===== config.mk =====
export PLATFORM = sky130hd
export DESIGN_NAME = alu_arbiter
export DESIGN_NICKNAME = d
export VERILOG_FILES = /design/src/rtl/alu_arbiter.sv
export SDC_FILE = /design/constraint.sdc
export NUM_CORES = 1
export LEC_CHECK = 0
export ABC_AREA = 1
export BUFFER_PORTS_ARGS = -buffer_cell sky130_fd_sc_hd__buf_4
export CORE_AREA = 3 3 146 148
export DETAILED_ROUTE_END_ITERATION = 8
export DIE_AREA = 0 0 149 151
export PLACE_DENSITY = 0.77
export SLEW_MARGIN = 20
export SYNTH_ARGS = -nofsm -noshare
export SYNTH_HDL_FRONTEND = slang
export SYNTH_SLANG_ARGS = --single-unit
export TNS_END_PERCENT = 30

===== constraint.sdc =====
create_clock -name clk -period 6.5 [get_ports clk]
set_clock_uncertainty 0.2 [all_clocks]
set_input_delay 1.3 -clock clk [delete_from_list [all_inputs] [get_ports clk]]
set_output_delay 1.3 -clock clk [all_outputs]
set_load 0.1 [all_outputs]

===== src/rtl/alu_arbiter.sv =====
// Round-robin arbiter that shares one ALU between two requesters. Each granted
// operation is held on the ALU for its execution window, and the result is kept in a response register.
module alu_arbiter #(
  parameter int DIV_CYCLES = 4
) (
  input  logic        clk,
  input  logic        rst,
  input  logic        req0_valid,
  output logic        req0_ready,
  input  logic [14:0] req0_ctrl,
  input  logic [31:0] req0_src1,
  input  logic [31:0] req0_src2,
  input  logic        req1_valid,
  output logic        req1_ready,
  input  logic [14:0] req1_ctrl,
  input  logic [31:0] req1_src1,
  input  logic [31:0] req1_src2,
  output logic [14:0] alu_control,
  output logic [31:0] alu_src1,
  output logic [31:0] alu_src2,
  input  logic [31:0] alu_result,
  input  logic [31:0] div_odd,
  output logic        rsp_valid,
  input  logic        rsp_ready,
  output logic        rsp_id,
  output logic [31:0] rsp_result,
  output logic [31:0] rsp_rem,
  output logic        rsp_err,
  output logic        busy,
  output logic [1:0]  dbg_state
);

  localparam int CW = $clog2(DIV_CYCLES + 1);

  typedef enum logic [1:0] {
    S_IDLE = 2'd0,
    S_EXEC = 2'd1,
    S_RESP = 2'd2
  } state_t;

  state_t         r_state;
  logic           r_last_grant;
  logic [CW-1:0]  r_cnt;
  logic [14:0]    r_alu_ctrl;
  logic [31:0]    r_alu_src1;
  logic [31:0]    r_alu_src2;
  logic           r_rsp_valid;
  logic           r_rsp_id;
  logic [31:0]    r_rsp_result;
  logic [31:0]    r_rsp_rem;
  logic           r_rsp_err;

  logic           w_win;
  logic           w_accept;
  logic [14:0]    w_ctrl;
  logic [31:0]    w_src1;
  logic [31:0]    w_src2;
  logic [13:0]    w_low;
  logic           w_legal;

  // Handshake: a request transfers on the rising edge where reqN_valid and
  // reqN_ready are both high; the response transfers where rsp_valid and rsp_ready are both high.
  always_comb begin
    w_win    = (req0_valid && req1_valid) ? ~r_last_grant : req1_valid;
    w_accept = (r_state == S_IDLE) && (req0_valid || req1_valid) && !rst;
    w_ctrl   = w_win ? req1_ctrl : req0_ctrl;
    w_src1   = w_win ? req1_src1 : req0_src1;
    w_src2   = w_win ? req1_src2 : req0_src2;
    w_low    = w_ctrl[13:0];
    w_legal  = !w_ctrl[14] && (w_low != 14'd0) && ((w_low & (w_low - 14'd1)) == 14'd0);
  end

  assign req0_ready  = w_accept && !w_win;
  assign req1_ready  = w_accept && w_win;
  assign alu_control = r_alu_ctrl;
  assign alu_src1    = r_alu_src1;
  assign alu_src2    = r_alu_src2;
  assign rsp_valid   = r_rsp_valid;
  assign rsp_id      = r_rsp_id;
  assign rsp_result  = r_rsp_result;
  assign rsp_rem     = r_rsp_rem;
  assign rsp_err     = r_rsp_err;
  assign busy        = (r_state != S_IDLE);
  assign dbg_state   = r_state;

  always_ff @(posedge clk) begin
    if (rst) begin
      r_state      <= S_IDLE;
      r_last_grant <= 1'b1;
      r_cnt        <= '0;
      r_alu_ctrl   <= '0;
      r_alu_src1   <= '0;
      r_alu_src2   <= '0;
      r_rsp_valid  <= 1'b0;
      r_rsp_id     <= 1'b0;
      r_rsp_result <= '0;
      r_rsp_rem    <= '0;
      r_rsp_err    <= 1'b0;
    end else begin
      case (r_state)
        S_IDLE: begin
          if (w_accept) begin
            r_last_grant <= w_win;
            r_rsp_id     <= w_win;
            if (w_legal) begin
              r_alu_ctrl <= w_ctrl;
              r_alu_src1 <= w_src1;
              r_alu_src2 <= w_src2;
              r_cnt      <= w_ctrl[3] ? CW'(DIV_CYCLES) : CW'(1);
              r_state    <= S_EXEC;
            end else begin
              // An illegal word never reaches the ALU; it is answered with an error at once.
              r_rsp_err    <= 1'b1;
              r_rsp_result <= '0;
              r_rsp_rem    <= '0;
              r_rsp_valid  <= 1'b1;
              r_state      <= S_RESP;
            end
          end
        end
        S_EXEC: begin
          if (r_cnt == CW'(1)) begin
            r_rsp_result <= alu_result;
            r_rsp_rem    <= div_odd;
            r_rsp_err    <= 1'b0;
            r_rsp_valid  <= 1'b1;
            r_alu_ctrl   <= '0;
            r_alu_src1   <= '0;
            r_alu_src2   <= '0;
            r_state      <= S_RESP;
          end else begin
            r_cnt <= r_cnt - CW'(1);
          end
        end
        S_RESP: begin
          if (rsp_ready) begin
            r_rsp_valid <= 1'b0;
            r_state     <= S_IDLE;
          end
        end
        default: r_state <= S_IDLE;
      endcase
    end
  end

endmodule


[After elaboration in Yosys (flattened, before gate mapping)]
Index checks and enable logic that the tools add are counted.
Cells by class
  $add $sub $neg: 2
  eq/ne operators: 9
  multiplexer cells: 38
  bitwise logic cells: 2
  reduce and logical (&&, ||, !) cells: 23
Operators by type and width (count)
  32-bit 2-to-1 mux: 11
  32-bit one-hot mux with 2 select lines: 4
  15-bit 2-to-1 mux: 4
  15-bit one-hot mux with 2 select lines: 1
  14-bit bitwise AND: 1
  14-bit logical NOT: 1
  14-bit nonzero test: 1
  14-bit by 1-bit subtractor with 14-bit output (second input constant): 1
  3-bit 2-to-1 mux: 4
  2-bit != test (second input constant): 6
  4-bit AND reduction: 3
  2-bit 2-to-1 mux: 4
  1-bit logical AND: 7
  1-bit 2-to-1 mux: 6
  2-bit one-hot mux with 3 select lines: 1
  3-bit one-hot mux with 2 select lines: 1
  5-bit AND reduction: 1
  2-bit nonzero test: 2
  3-bit by 1-bit == test with 1-bit output (second input constant): 1
  1-bit logical NOT: 3
  1-bit one-hot mux with 3 select lines: 1
  3-bit AND reduction: 1
  3-bit nonzero test: 1
  3-bit by 1-bit subtractor with 3-bit output (second input constant): 1
  other kinds (7): 7
Word-level totals
  register bits after elaboration: 152
  input bits: 227
  output and inout port bits: 151
  logic and storage cells: 85

[Logic depth before layout (Yosys ltp)]
Gate-level depths: netlist of the first run.
  word-level depth: 10
  mapped depth: 20
  depth with buffers taken out: 17

[Least setup slack after synthesis of the first run]
OpenSTA, ideal clock, no wires.
  path type: in2out
  start: input req0_valid
  end: output req1_ready
  data arrival time: 3.322 ns
  path slack: 1.678 ns
  stages: 6
  buffers on the path: 3
  cell sequence: nand2_4 nand2_4 buf_6 clkbuf_1 clkbuf_1 nor2_1
On the way
  longest elaborated chain between the ends: 4
  elaborated cells on any way between the ends: 6
Ends and longest elaborated chain
  from (decl): RTL line 8  | input logic req0_valid,
  1-bit logical OR: RTL line 65  | w_accept = (r_state == S_IDLE) && (req0_valid || req1_valid) && !rst;
  1-bit logical AND (2 in series): RTL line 65
  1-bit logical AND (*): RTL line 74  | assign req1_ready = w_accept && w_win;
  to (decl): RTL line 14  | output logic req1_ready,
Mark *: on every way between the ends. The rest lies on a longest branch, timed or not.

[Final worst setup path of the first run]
  start: input req0_valid
  end: output req0_ready
On the way
  longest elaborated chain between the ends: 4
  elaborated cells on any way between the ends: 7
Ends and longest elaborated chain
  1-bit logical AND or 1-bit logical OR (tied branches): RTL line 64, 65
  1-bit 2-to-1 mux or 1-bit logical AND (tied branches): RTL line 64, 65
  1-bit logical NOT or 1-bit logical AND (tied branches): RTL line 73, 65
  1-bit logical AND (*): RTL line 73  | assign req0_ready = w_accept && !w_win;
  to (decl): RTL line 9  | output logic req0_ready,
Marked as above.

==> flow_summary_export.csv, run 1 <==
group,metric,value,unit
placed_design,place_ws,1590,ps
routing,wirelength,26.5,mm
layout,design_area,0.0109,sq mm
sta,rsz0062_at_grt,"false",
placed_design,dp.cells,1710,
yosys,synth_top_area_cell,"dfxtp_1",
critical_path,cp-end-kind,"primary output",
routing,vias,8470,
critical_path,cpMostUsedCell,"buf_4",
routing,wire_per_inst,15.2,microns
sta,worst_slack,1810,ps
global_routing,grt_pass1_vias,7668,
clocking,cts_tree,"done",
placed_design,place.gp.congestion,0.919,
clocking,post_cts_buffers,0,
sta,final.setup.tns,0,ps
power,vdd_ir_drop_max,0.159,mV
die,fp.dieW,149,microns
sta,finalSetupViolCount,0,
sta,relSlewSlack,0.286,
clocking,cts_max_path_buffers,2,
die,fp.coreArea,0.0202,sq mm
sta,finalHoldViolCount,0,
sta,post-route-period-util,0.721,
outcome,status,"finished, final reports clean",
critical_path,start_kind,"primary input",
worst_hold_path,hold_class,"reg2reg",
yosys,synth_top_cell_area_share,0.410,
power,p_leak,4.99,nW
layout,final_layout_size_suffix_gt1_frac,0.302,
global_routing,grt_pass1_wl,39.6,mm
placed_design,placed_area,0.0102,sq mm
power,finalPower,2.53,mW
critical_path,slowest_delay,550,ps
clocking,cts_buffers,17,
yosys,synthTopCellsByArea,"dfxtp_1 (41%), nor2_1 (14%), nand2_1 (14%), nand3_1 (6.6%), a21oi_1 (6.4%)",
sta,clock.fmax,213,MHz
yosys,syn_inst,1141,
yosys,synth_area,0.00742,sq mm
sta,worst_pin_slew,1070,ps
routing,viasPerCell,4.86,
critical_path,crit_chain,"buf_4 -> nand2_4 -> nand2_4 -> inv_2 -> buf_4 -> nor2_1 -> buf_4",
clocking,path_clk_slew,60,ps
placed_design,dp_hpwl,19.0,mm
global_routing,overflow,0,
critical_path,cp_top_family,"buffers and inverters",
routing,drc,0,
sta,drv_slew,0,
job,cap_violations,0,
yosys,yosysWarnings,0,
critical_path,path_buf_inv,4,
die,die_h,151,microns
sta,finalCriticalPeriod,4690,ps
yosys,synth_seq_cells,152,
clocking,cts-htree-levels,4,
routing,drt.antenna.violating_nets,0,
yosys,syn_avg_cell_area,6.50,sq um
layout,fin_util,0.538,
clocking,root_buffer,"clkbuf_16",
critical_path,arrival,3190,ps
critical_path,crit_type,"in2out",
placed_design,portBuffers,377,
global_routing,antenna_found_initial,0,
routing,drt-pass1-iter-count,5,
clocking,clock_latency,420,ps
yosys,synthDistinctLibCells,33,
clocking,cts_resized,0,
clocking,clock-sinks,152,
yosys,ys_seq_area_frac,0.410,
critical_path,cp_max_fo,89,
layout,area_growth,46.3,%
global_routing,gr-usage-all-layers,0.219,
die,rows,52,
yosys,synth_nets,1370,
layout,final_nets,1688,
layout,diodes,0,
layout,fillers,1991,
die,die_area,0.0225,sq mm
layout,final_cells,1742,
global_routing,grt_max_degree,90,
clocking,holdBufCountCts,0,
critical_path,crit_slowest_cell,"buf_4",
die,boundaryPins,378,
routing,drt-initial-drc-count,489,
layout,regArea,0.00304,sq mm
power,pwr_density_cell,233,mW/mm^2
layout,multi_input_area,0.00384,sq mm
sta,timing.hold.ws,262,ps
critical_path,cp.required,5000,ps
die,initial_core_util,0.368,
==> metal layers <==
layer / global-route usage / wire length (microns)
met5: 0 / 0
met3: 0.0437 / 1610
met2: 0.378 / 13300
met1: 0.272 / 10700
met4: 0.0805 / 836
==> synthesized netlist by cell type <==
cell type and number:
o21bai_2 1, buf_2 12, o21ai_1 1, nor2_4 1, nand4_1 19, nand3_2 1
clkinv_1 1, nand3b_1 13, clkbuf_1 52, buf_6 9, nand3_1 98, ha_1 2
inv_1 35, nand2_4 3, nand3_4 1, dfxtp_1 152, nor2_8 1, nor3_1 3
o22ai_1 1, a211oi_1 1, nor2_1 276, xnor2_1 1, o21ai_0 64, o21bai_1 1
a21oi_1 95, inv_2 5, buf_8 1, buf_1 9, nor3b_1 1, a31o_2 1
nand2_1 268, nand2_2 9, nor2_2 3
==> final cells by class <==
| class | count | share of cell area |
|---|---|---|
| sequential | 152 | 0.280 |
| multi-input combinational | 865 | 0.354 |
| clock inverter | 13 | 0.0146 |
| timing repair buffer | 382 | 0.264 |
| inverter | 41 | 0.0143 |
| clock buffer | 19 | 0.0417 |
| tap | 270 | 0.0311 |
==> registers in the layout, indices dropped and copies added, names as in the netlist <==
signal        cells
alu_src1         32
alu_src2         32
rsp_rem          32
rsp_result       32
alu_control      15
r_cnt             3
dbg_state         2
r_last_grant      1
rsp_err           1
rsp_id            1
rsp_valid         1
==> placed cells by master (no fill, tap or decap), drive strengths merged <==
cell      netlist  final
a211oi          1      1
a21oi          95     95
a31o            1      1
buf            31    382
bufinv          0      2
clkbuf         52     19
clkinv          1      5
clkinvlp        0      1
dfxtp         152    152
ha              2      2
inv            40     46
nand2         280    280
nand3         100    100
nand3b         13     13
nand4          19     19
nor2          281    281
nor3            3      3
nor3b           1      1
o21ai          65     65
o21bai          2      2
o22ai           1      1
xnor2           1      1
==> power breakdown <==
part | internal (mW) | switching (mW)
Combinational | 0.179 | 0.376
Clock | 0.599 | 0.419
Sequential | 0.943 | 0.00920
Total | 1.72 | 0.805
==> logic make-up (layout without fill, tap and decap cells) <==
| kind of cell | Yosys count | after routing | synth area share |
|---|---|---|---|
| flops | 152 | 152 | 0.410 |
| buf+inv | 124 | 455 | 0.0754 |
| xor+xnor | 1 | 1 | 0.00118 |
| simple gates | 697 | 697 | 0.396 |
| fa+ha+maj | 2 | 2 | 0.00337 |
| compound gates | 165 | 165 | 0.114 |
==> worst min-delay path, stage by stage (launching register included) <==
cell,delay [ps]
dfxtp_1,310
nand2_1,60
a21oi_1,50
==> path summary, 6_finish.rpt <==
| kind | from | to | slack (ps) | cells past startpoint |
|---|---|---|---|---|
| worst max register to register | r_last_grant | alu_src1[16] | 2470 | 16 |
| worst min register to register | rsp_rem[5] | rsp_rem[5] | 260 | 2 |
| worst min-delay path | rsp_rem[5] | rsp_rem[5] | 260 | 2 |
| worst max-delay path | req0_valid | req0_ready | 1810 | 7 |
Power figures use the tool's default switching activity.
==> inputs of run 2 (changes only) <==
CORE_AREA = 3 3 145 147   (was 3 3 146 148)
DIE_AREA = 0 0 148 150   (was 0 0 149 151)
PLACE_DENSITY = 0.8   (was 0.77)
clock period = 4.05 ns   (was 6.5 ns; I/O delays follow)
==> flow_summary_export.csv, run 2 (synthesis gave the netlist of run 1 again) <==
group,metric,value,unit
die,die_h,150,microns
clocking,cts_tree,"done",
power,pwr_density_cell,363,mW/mm^2
die,initial_core_util,0.370,
routing,drt.antenna.violating_nets,0,
layout,final_nets,1696,
job,cap_violations,0,
critical_path,r2r_start,"r_last_grant",
clocking,cts_buffers,17,
critical_path,worstRegToRegCells,17,
critical_path,crit_type,"in2reg",
sta,finalCriticalPeriod,3370,ps
routing,viasPerCell,4.92,
clocking,root_buffer,"clkbuf_16",
critical_path,start_kind,"primary input",
worst_hold_path,hold_class,"reg2reg",
outcome,status,"finished, final reports clean",
global_routing,grt_pass1_wl,40.1,mm
layout,layout_common_cells,"buf_4 (387), nor2_1 (274), nand2_1 (267)",
sta,drv_slew,0,
global_routing,gr-usage-all-layers,0.224,
sta,post-route-period-util,0.831,
worst_hold_path,hp-start,"rsp_rem[25]",
die,rows,52,
sta,rsz0062_at_grt,"false",
critical_path,cp.required,4210,ps
clocking,holdBufCountCts,0,
die,boundaryPins,378,
sta,relSlewSlack,0.304,
power,vdd_ir_drop_max,0.269,mV
clocking,clock_latency,420,ps
layout,area_growth,46.9,%
layout,final_common_cell,"buf_4",
critical_path,cp-end-kind,"flip-flop",
layout,final_layout_size_suffix_gt1_frac,0.306,
global_routing,grt_max_degree,89,
placed_design,portBuffers,377,
clocking,cts_resized,0,
sta,finalHoldViolCount,0,
die,fp.dieW,148,microns
sta,worst_pin_slew,1040,ps
critical_path,rrSetupSlack,720,ps
routing,drc,0,
sta,final.setup.tns,0,ps
clocking,cts_max_path_buffers,2,
sta,timing.hold.ws,262,ps
power,p_leak,5.01,nW
worst_hold_path,hold_depth,2,
critical_path,reg2reg_to,"alu_src2[25]",
placed_design,place.gp.congestion,0.938,
clocking,post_cts_buffers,0,
die,fp.coreArea,0.0200,sq mm
worst_hold_path,hold_path_end,"rsp_rem[25]",
sta,clock.fmax,297,MHz
clocking,path_clk_slew,60,ps
placed_design,dp_hpwl,19.5,mm
critical_path,cp_max_fo,41,
layout,final_cells,1751,
global_routing,antenna_found_initial,2,
clocking,clock-sinks,152,
routing,vias,8616,
placed_design,dp.cells,1718,
routing,wirelength,26.6,mm
global_routing,overflow,0,
critical_path,arrival,3520,ps
clocking,cts-htree-levels,4,
routing,drt-pass1-iter-count,7,
sta,finalSetupViolCount,0,
routing,drt-initial-drc-count,471,
global_routing,grt_pass1_vias,7738,
routing,wire_per_inst,15.2,microns
die,die_area,0.0222,sq mm
## run 2: layer usage
metal  global-route usage  vias up  wire, microns
met4               0.0864        2            789
met5                    0        -             13
met3               0.0536       54           1810
met2                0.386      324          13400
li1                     -     4318              -
met1                0.271     3918          10600
## run 2: worst max path at each step
stage,from,to,cells after the start
2_1_floorplan,dbg_state[0],req1_ready,5
3_3_place_gp,req0_valid,alu_control[14],17
3_5_place_dp,req0_valid,alu_src2[1],18
4_1_cts,req0_valid,alu_src2[1],18
5_1_grt,r_last_grant,alu_src1[21],17
6_report,req0_valid,alu_src2[25],18
## run 2: layout make-up
cell class / count / area (sq um)
diodes: 1 / 2.50
clock buffers: 19 / 453
clock inverters: 13 / 109
fillers: 1947 / 9140
inverters: 41 / 155
multi-input cells: 865 / 3830
flip-flops and latches: 152 / 3040
well taps: 270 / 338
repair buffers: 390 / 2970
## run 2: power breakdown
part	switching, mW	total [mW]	internal [mW]
sequential	0.0163	1.53	1.51
clock	0.683	1.52	0.833
combinational	0.602	0.907	0.305
## run 2: through the flow
stage                      util  setup slack, ps  area (sq um)  total power [mW]
final                     0.544              683         10900              3.95
after CTS                 0.544              731         10900              3.98
after floorplan               -              175          7420              2.15
after global routing      0.544              242         10900              4.13
after global placement    0.516              429         10300              2.47
after detailed placement  0.516              312         10300              2.47
## run 2: worst max-delay path: stages
cell	delay, ps
buf_4	100
nand2_4	130
nand2_4	300
nand2_1	80
nand2_1	140
nand2_1	70
nor2_1	180
nand2_1	120
nand2_1	90
nand3_1	100
nor2_2	160
nand2_2	110
nor2_8	110
nand3_4	250
nand2_4	330
buf_12	250
nor2_1	70
nor2_1	100
